[src/rtl/pipe_hazard_ctrl.sv]
// Hazard detection, forwarding and pipeline-control unit for the 5-stage MIPS datapath.
// Keeps a shadow copy of the EX/MEM/WB instructions and drives stall, bubble, flush and bypass selects.
module pipe_hazard_ctrl #(
  parameter int AW     = 5,
  parameter int FWD_EN = 1,
  parameter int CNT_W  = 16
) (
  input  logic             Clk,
  input  logic             Reset,
  input  logic             id_valid,
  input  logic [AW-1:0]    id_rs,
  input  logic [AW-1:0]    id_rt,
  input  logic             id_use_rs,
  input  logic             id_use_rt,
  input  logic [AW-1:0]    id_dst,
  input  logic             id_regwrite,
  input  logic             id_memread,
  input  logic             mem_branch_taken,
  output logic             stall,
  output logic             idex_bubble,
  output logic             flush,
  output logic [1:0]       fwd_a,
  output logic [1:0]       fwd_b,
  output logic             id_byp_a,
  output logic             id_byp_b,
  output logic [CNT_W-1:0] stall_cnt,
  output logic [CNT_W-1:0] flush_cnt
);

  typedef struct packed {
    logic          valid;
    logic          regwrite;
    logic          memread;
    logic          use_rs;
    logic          use_rt;
    logic [AW-1:0] dst;
    logic [AW-1:0] rs;
    logic [AW-1:0] rt;
  } slot_t;

  localparam logic [CNT_W-1:0] CntMax = '1;

  slot_t ex_q, mem_q, wb_q;
  slot_t ex_d, mem_d, wb_d;
  slot_t id_slot;
  logic [CNT_W-1:0] stall_cnt_q, stall_cnt_d;
  logic [CNT_W-1:0] flush_cnt_q, flush_cnt_d;
  logic hazard;
  logic ex_dep, mem_dep, wb_dep;

  // Register 0 is hard-wired zero, so it can never be a producer.
  function automatic logic produces(input slot_t s, input logic [AW-1:0] r);
    return s.valid && s.regwrite && (s.dst == r) && (r != '0);
  endfunction

  function automatic logic idDepends(input slot_t s, input logic use_rs, input logic [AW-1:0] rs,
                                     input logic use_rt, input logic [AW-1:0] rt);
    return (use_rs && produces(s, rs)) || (use_rt && produces(s, rt));
  endfunction

  always_comb begin
    id_slot          = '0;
    id_slot.valid    = id_valid;
    id_slot.regwrite = id_regwrite;
    id_slot.memread  = id_memread;
    id_slot.use_rs   = id_use_rs;
    id_slot.use_rt   = id_use_rt;
    id_slot.dst      = id_dst;
    id_slot.rs       = id_rs;
    id_slot.rt       = id_rt;
  end

  assign ex_dep  = idDepends(ex_q,  id_use_rs, id_rs, id_use_rt, id_rt);
  assign mem_dep = idDepends(mem_q, id_use_rs, id_rs, id_use_rt, id_rt);
  assign wb_dep  = idDepends(wb_q,  id_use_rs, id_rs, id_use_rt, id_rt);

  // With forwarding only a load in EX is too late; without it every in-flight producer blocks.
  always_comb begin
    hazard = 1'b0;
    if (FWD_EN != 0) begin
      hazard = id_valid && ex_q.memread && ex_dep;
    end else begin
      hazard = id_valid && (ex_dep || mem_dep || wb_dep);
    end
  end

  assign flush       = mem_branch_taken && mem_q.valid;
  assign stall       = hazard && !flush;
  assign idex_bubble = stall || flush;

  assign id_byp_a = id_valid && id_use_rs && produces(wb_q, id_rs);
  assign id_byp_b = id_valid && id_use_rt && produces(wb_q, id_rt);

  // A load result is not ready in MEM, so only a non-load MEM producer can forward from there.
  always_comb begin
    fwd_a = 2'b00;
    fwd_b = 2'b00;
    if ((FWD_EN != 0) && ex_q.valid) begin
      if (ex_q.use_rs && mem_q.valid && !mem_q.memread && produces(mem_q, ex_q.rs)) begin
        fwd_a = 2'b01;
      end else if (produces(wb_q, ex_q.rs)) begin
        fwd_a = 2'b10;
      end
      if (ex_q.use_rt && mem_q.valid && !mem_q.memread && produces(mem_q, ex_q.rt)) begin
        fwd_b = 2'b01;
      end else if (produces(wb_q, ex_q.rt)) begin
        fwd_b = 2'b10;
      end
    end
  end

  always_comb begin
    wb_d  = mem_q;
    mem_d = ex_q;
    ex_d  = id_slot;
    if (flush) begin
      mem_d = '0;
      ex_d  = '0;
    end else if (stall) begin
      ex_d  = '0;
    end
  end

  always_comb begin
    stall_cnt_d = stall_cnt_q;
    flush_cnt_d = flush_cnt_q;
    if (stall && (stall_cnt_q != CntMax)) begin
      stall_cnt_d = stall_cnt_q + 1'b1;
    end
    if (flush && (flush_cnt_q != CntMax)) begin
      flush_cnt_d = flush_cnt_q + 1'b1;
    end
  end

  always_ff @(posedge Clk) begin
    if (!Reset) begin
      ex_q        <= '0;
      mem_q       <= '0;
      wb_q        <= '0;
      stall_cnt_q <= '0;
      flush_cnt_q <= '0;
    end else begin
      ex_q        <= ex_d;
      mem_q       <= mem_d;
      wb_q        <= wb_d;
      stall_cnt_q <= stall_cnt_d;
      flush_cnt_q <= flush_cnt_d;
    end
  end

  assign stall_cnt = stall_cnt_q;
  assign flush_cnt = flush_cnt_q;

  // Source fields of older slots are kept for debug visibility but not consumed.
  logic unused_slot_bits;
  assign unused_slot_bits = ^{wb_q.memread, wb_q.use_rs, wb_q.use_rt, wb_q.rs, wb_q.rt,
                              mem_q.use_rs, mem_q.use_rt, mem_q.rs, mem_q.rt};

endmodule

[config.mk]
export PLATFORM = sky130hd
export DESIGN_NAME = pipe_hazard_ctrl
export DESIGN_NICKNAME = d
export VERILOG_FILES = /design/src/rtl/pipe_hazard_ctrl.sv
export SDC_FILE = /design/constraint.sdc
export NUM_CORES = 1
export LEC_CHECK = 0
export CORE_MARGIN = 2
export CORE_UTILIZATION = 30
export DETAILED_ROUTE_END_ITERATION = 16
export SYNTH_ARGS = -nofsm -noshare
export SYNTH_HDL_FRONTEND = slang
export SYNTH_SLANG_ARGS = --single-unit
[constraint.sdc]
create_clock -name Clk -period 3.4 [get_ports Clk]
set_input_delay 0.85 -clock Clk [delete_from_list [all_inputs] [get_ports Clk]]
set_output_delay 0.85 -clock Clk [all_outputs]
set_load 0.1 [all_outputs]
==> flow_summary.yaml <==
place:
  routability_driven_placement_congestion_ratio: 0.826
  numPortBuffers: 63
  worst_slack_after_detailed_placement_ps: -216
  placed_cell_area_sq_um: 4000
  dp.final_hpwl_um: 5950
sta:
  drv_slew: 0
  fin_tns_setup_ps: 0
  final.setup.worst_slack_ps: 76.4
  hold_viol: 0
  max_slew_margin_pct: 62.2
  max_slew.worst_pin.slew_ps: 562
  timing.final.crit_period_ps: 3320
  fin_worst_skew_ps: 12.5
  post_route_fraction_of_the_period_consumed_by_the_critical_path_pct: 97.8
  fmax_ghz: 0.301
  timing.final.setup_violations: 0
  whs_ps: 465
  grt_setup_unrepaired: "false"
setup_path:
  critical_path_peak_fanout: 2
  setup.worst_path.end_class: "output pin"
  critPathTopFamily: "simple AND/OR/NAND/NOR gates"
  critical_path.reg2reg.startpoint: "ex_q[14]$_SDFF_PP0_"
  startpoint_type: "primary input"
  cp.arrival_ps: 2470
  path_class: "in -> out"
  path_cells: "dlygate4sd2_1, or4_4, o21ai_4, nor4_4, o21ai_2, clkinvlp_4, buf_12"
  worst-r2r-cell-count: 7
  slowest_delay_ps: 540
  critical_path_buf_inv_count: 3
  critPathRequiredTime_ps: 2550
  rr_endpoint: "stall_cnt[15]$_SDFFE_PN0P_"
  r2r_slack_ps: 1210
  critical_path.slowest_cell: "or4_4"
power:
  maximum_vdd_drop_uv: 177
  power.density_nw_per_um2: 382
  static-leakage-power_nw: 1.58
worst_hold_path:
  hp-class: "reg -> reg"
  hold_path.startpoint: "mem_q[18]$_SDFF_PP0_"
  min_delay_path_depth: 1
  min_to: "wb_q[18]$_SDFF_PN0_"
die:
  core_area_sq_um: 10200
  row_count: 37
  design.portCount: 64
  design.die.area_sq_um: 11200
  die_height_um: 106
  fp.dieW_um: 106
  initial_core_util_pct: 30.6
synth:
  synth.yosys.warnings: 0
  synth.top_cells.by_area: "dfxtp_1 43%, xnor2_1 10%, and2_1 6.4%"
  synth-async-reset-ratio_pct: 0
  synth-seq-area-share_pct: 43.0
  synth_top_cell_by_area: "dfxtp_1"
  netlist_instances: 343
  synthesis.area_sq_um: 3120
  synth.net_count: 368
  synth_edf_count: 0
  ys_dominant_reg_cell: "dfxtp_1"
  synth-seq-cells: 67
  synthDominantCellAreaShare_pct: 43.0
  post_synth_num_cell_types: 39
  syn_avg_cell_area_sq_um: 9.09
clock_network:
  cts-root-to-sink-buffers: 2
  ctsHoldBuffers: 0
  cts.root.buffer_cell: "clkbuf_8"
  cts-buffers-inserted: 9
  h-tree-depth: 3
  cts_tree: "done"
  clock_insertion_delay_worst_skew_ps: 340
  clkSlewWorstSetupHoldPaths_ps: 70
  total_clock_sinks: 67
global_routing:
  grt_most_used_layer: "met2"
  global_route.usage.met1_pct: 18.2
  grt_overflow_total: 0
  number_of_antenna_violations_at_the_first_check_in_global_routing: 0
  grt_util_all_layers_pct: 14.3
  groute.layer.met3.usage_pct: 3.43
  grt_use_met2_pct: 23.2
  maximum_number_of_pins_on_one_net_before_global_route_repair: 26
  first_global_vias: 2560
  grt_pass1_wl_um: 12700
route:
  drcViolationCount: 0
  first_iter_violations: 67
  drtAntennaViolNets: 0
  vias_post_dr: 2643
  wirelength_um: 7790
  vias_per_cell: 4.72
  drt_pre_antenna_iters: 4
  drt-wirelength-per-cell_um: 13.9
cells_and_area:
  most-common-layout-cells: "67 x dfxtp_1, 52 x buf_4, 36 x xnor2_1"
  final_design_area_no_fill_sq_um: 4250
  design.final.nets: 445
  layout_commonest_cell: "dfxtp_1"
  layout-area-overhead-vs-synth_pct: 36.4
  post_route_cells_drive_above_1_share_pct: 21.7
  finalCoreUtilization_pct: 41.8
  insertedDiodeCount: 0
run:
  maxCapViolCount: 0
run_status:
  run_status: "finished, final reports clean"
-- layout make-up --
type | count | area [sq um]
Fill cell | 1009 | 5930
Clock inverter | 5 | 53.8
Multi-Input combinational cell | 255 | 1780
Inverter | 6 | 30.0
Tap cell | 136 | 170
Sequential cell | 67 | 1340
Clock buffer | 10 | 138
Timing Repair Buffer | 81 | 743
-- per-stage QoR --
| step | instances | total power, mW |
|---|---|---|
| finish | 560 | 1.62 |
| global route | 560 | 1.70 |
| CTS | 559 | 1.65 |
| detailed placement | 541 | 0.991 |
| global placement | 541 | 0.989 |
| floorplan | 343 | 0.924 |
-- how the worst max path moves through the flow --
| stage | slack (ps) | end | from | depth (start not counted) |
|---|---|---|---|---|
| 4_1_cts | 20 | stall | id_rs[4] | 7 |
| 6_report | 80 | stall | id_rs[4] | 7 |
| 5_1_grt | 20 | stall | id_rs[4] | 7 |
| 3_3_place_gp | -250 | stall | id_rt[1] | 7 |
| 3_5_place_dp | -220 | stall | id_rs[1] | 7 |
| 2_1_floorplan | -300 | id_byp_a | id_valid | 3 |
-- Yosys cell counts (5+ instances only) --
master,count
a21oi_1,14
and2_1,32
and3_1,16
clkbuf_1,12
dfxtp_1,67
inv_1,5
nand2_1,20
nand3_1,16
nand4_1,14
nor2_1,18
nor4_1,6
o21ai_0,7
o31ai_1,10
or4_1,14
xnor2_1,36
xor2_1,14
-- routing by layer --
layer	up-vias	wire length (um)
met3	5	264
met5	-	0
met4	0	82
met1	1220	3620
li1	1371	-
met2	47	3820
-- kinds of logic after synthesis --
group	synth area share (%)
adders and majority gates	0.802
DFF	43.0
muxes	0.642
AOI/OAI and AO/OA	8.95
buffers and inverters	3.13
xor gates and xnor gates	14.0
and+or+nand+nor	29.4
-- power by group --
| group | internal (mW) | switching (mW) |
|---|---|---|
| Clock | 0.352 | 0.293 |
| Combinational | 0.0779 | 0.0735 |
| Sequential | 0.805 | 0.0221 |
| Total | 1.23 | 0.388 |
-- sequential cells by signal, indices dropped and copies added (netlist names) --
| signal | flops |
|---|---|
| ex_q | 20 |
| wb_q | 7 |
| flush_cnt | 16 |
| mem_q | 8 |
| stall_cnt | 16 |
-- timing repair --
action                                  in CTS  in global routing
pin swaps                                    7                  5
resized for setup                           15                  2
endpoints found under the setup margin       2                  1
hold endpoints to repair                     0                  0
setup buffers                                3                  1
No activity file was read; power rests on OpenSTA's default activity.
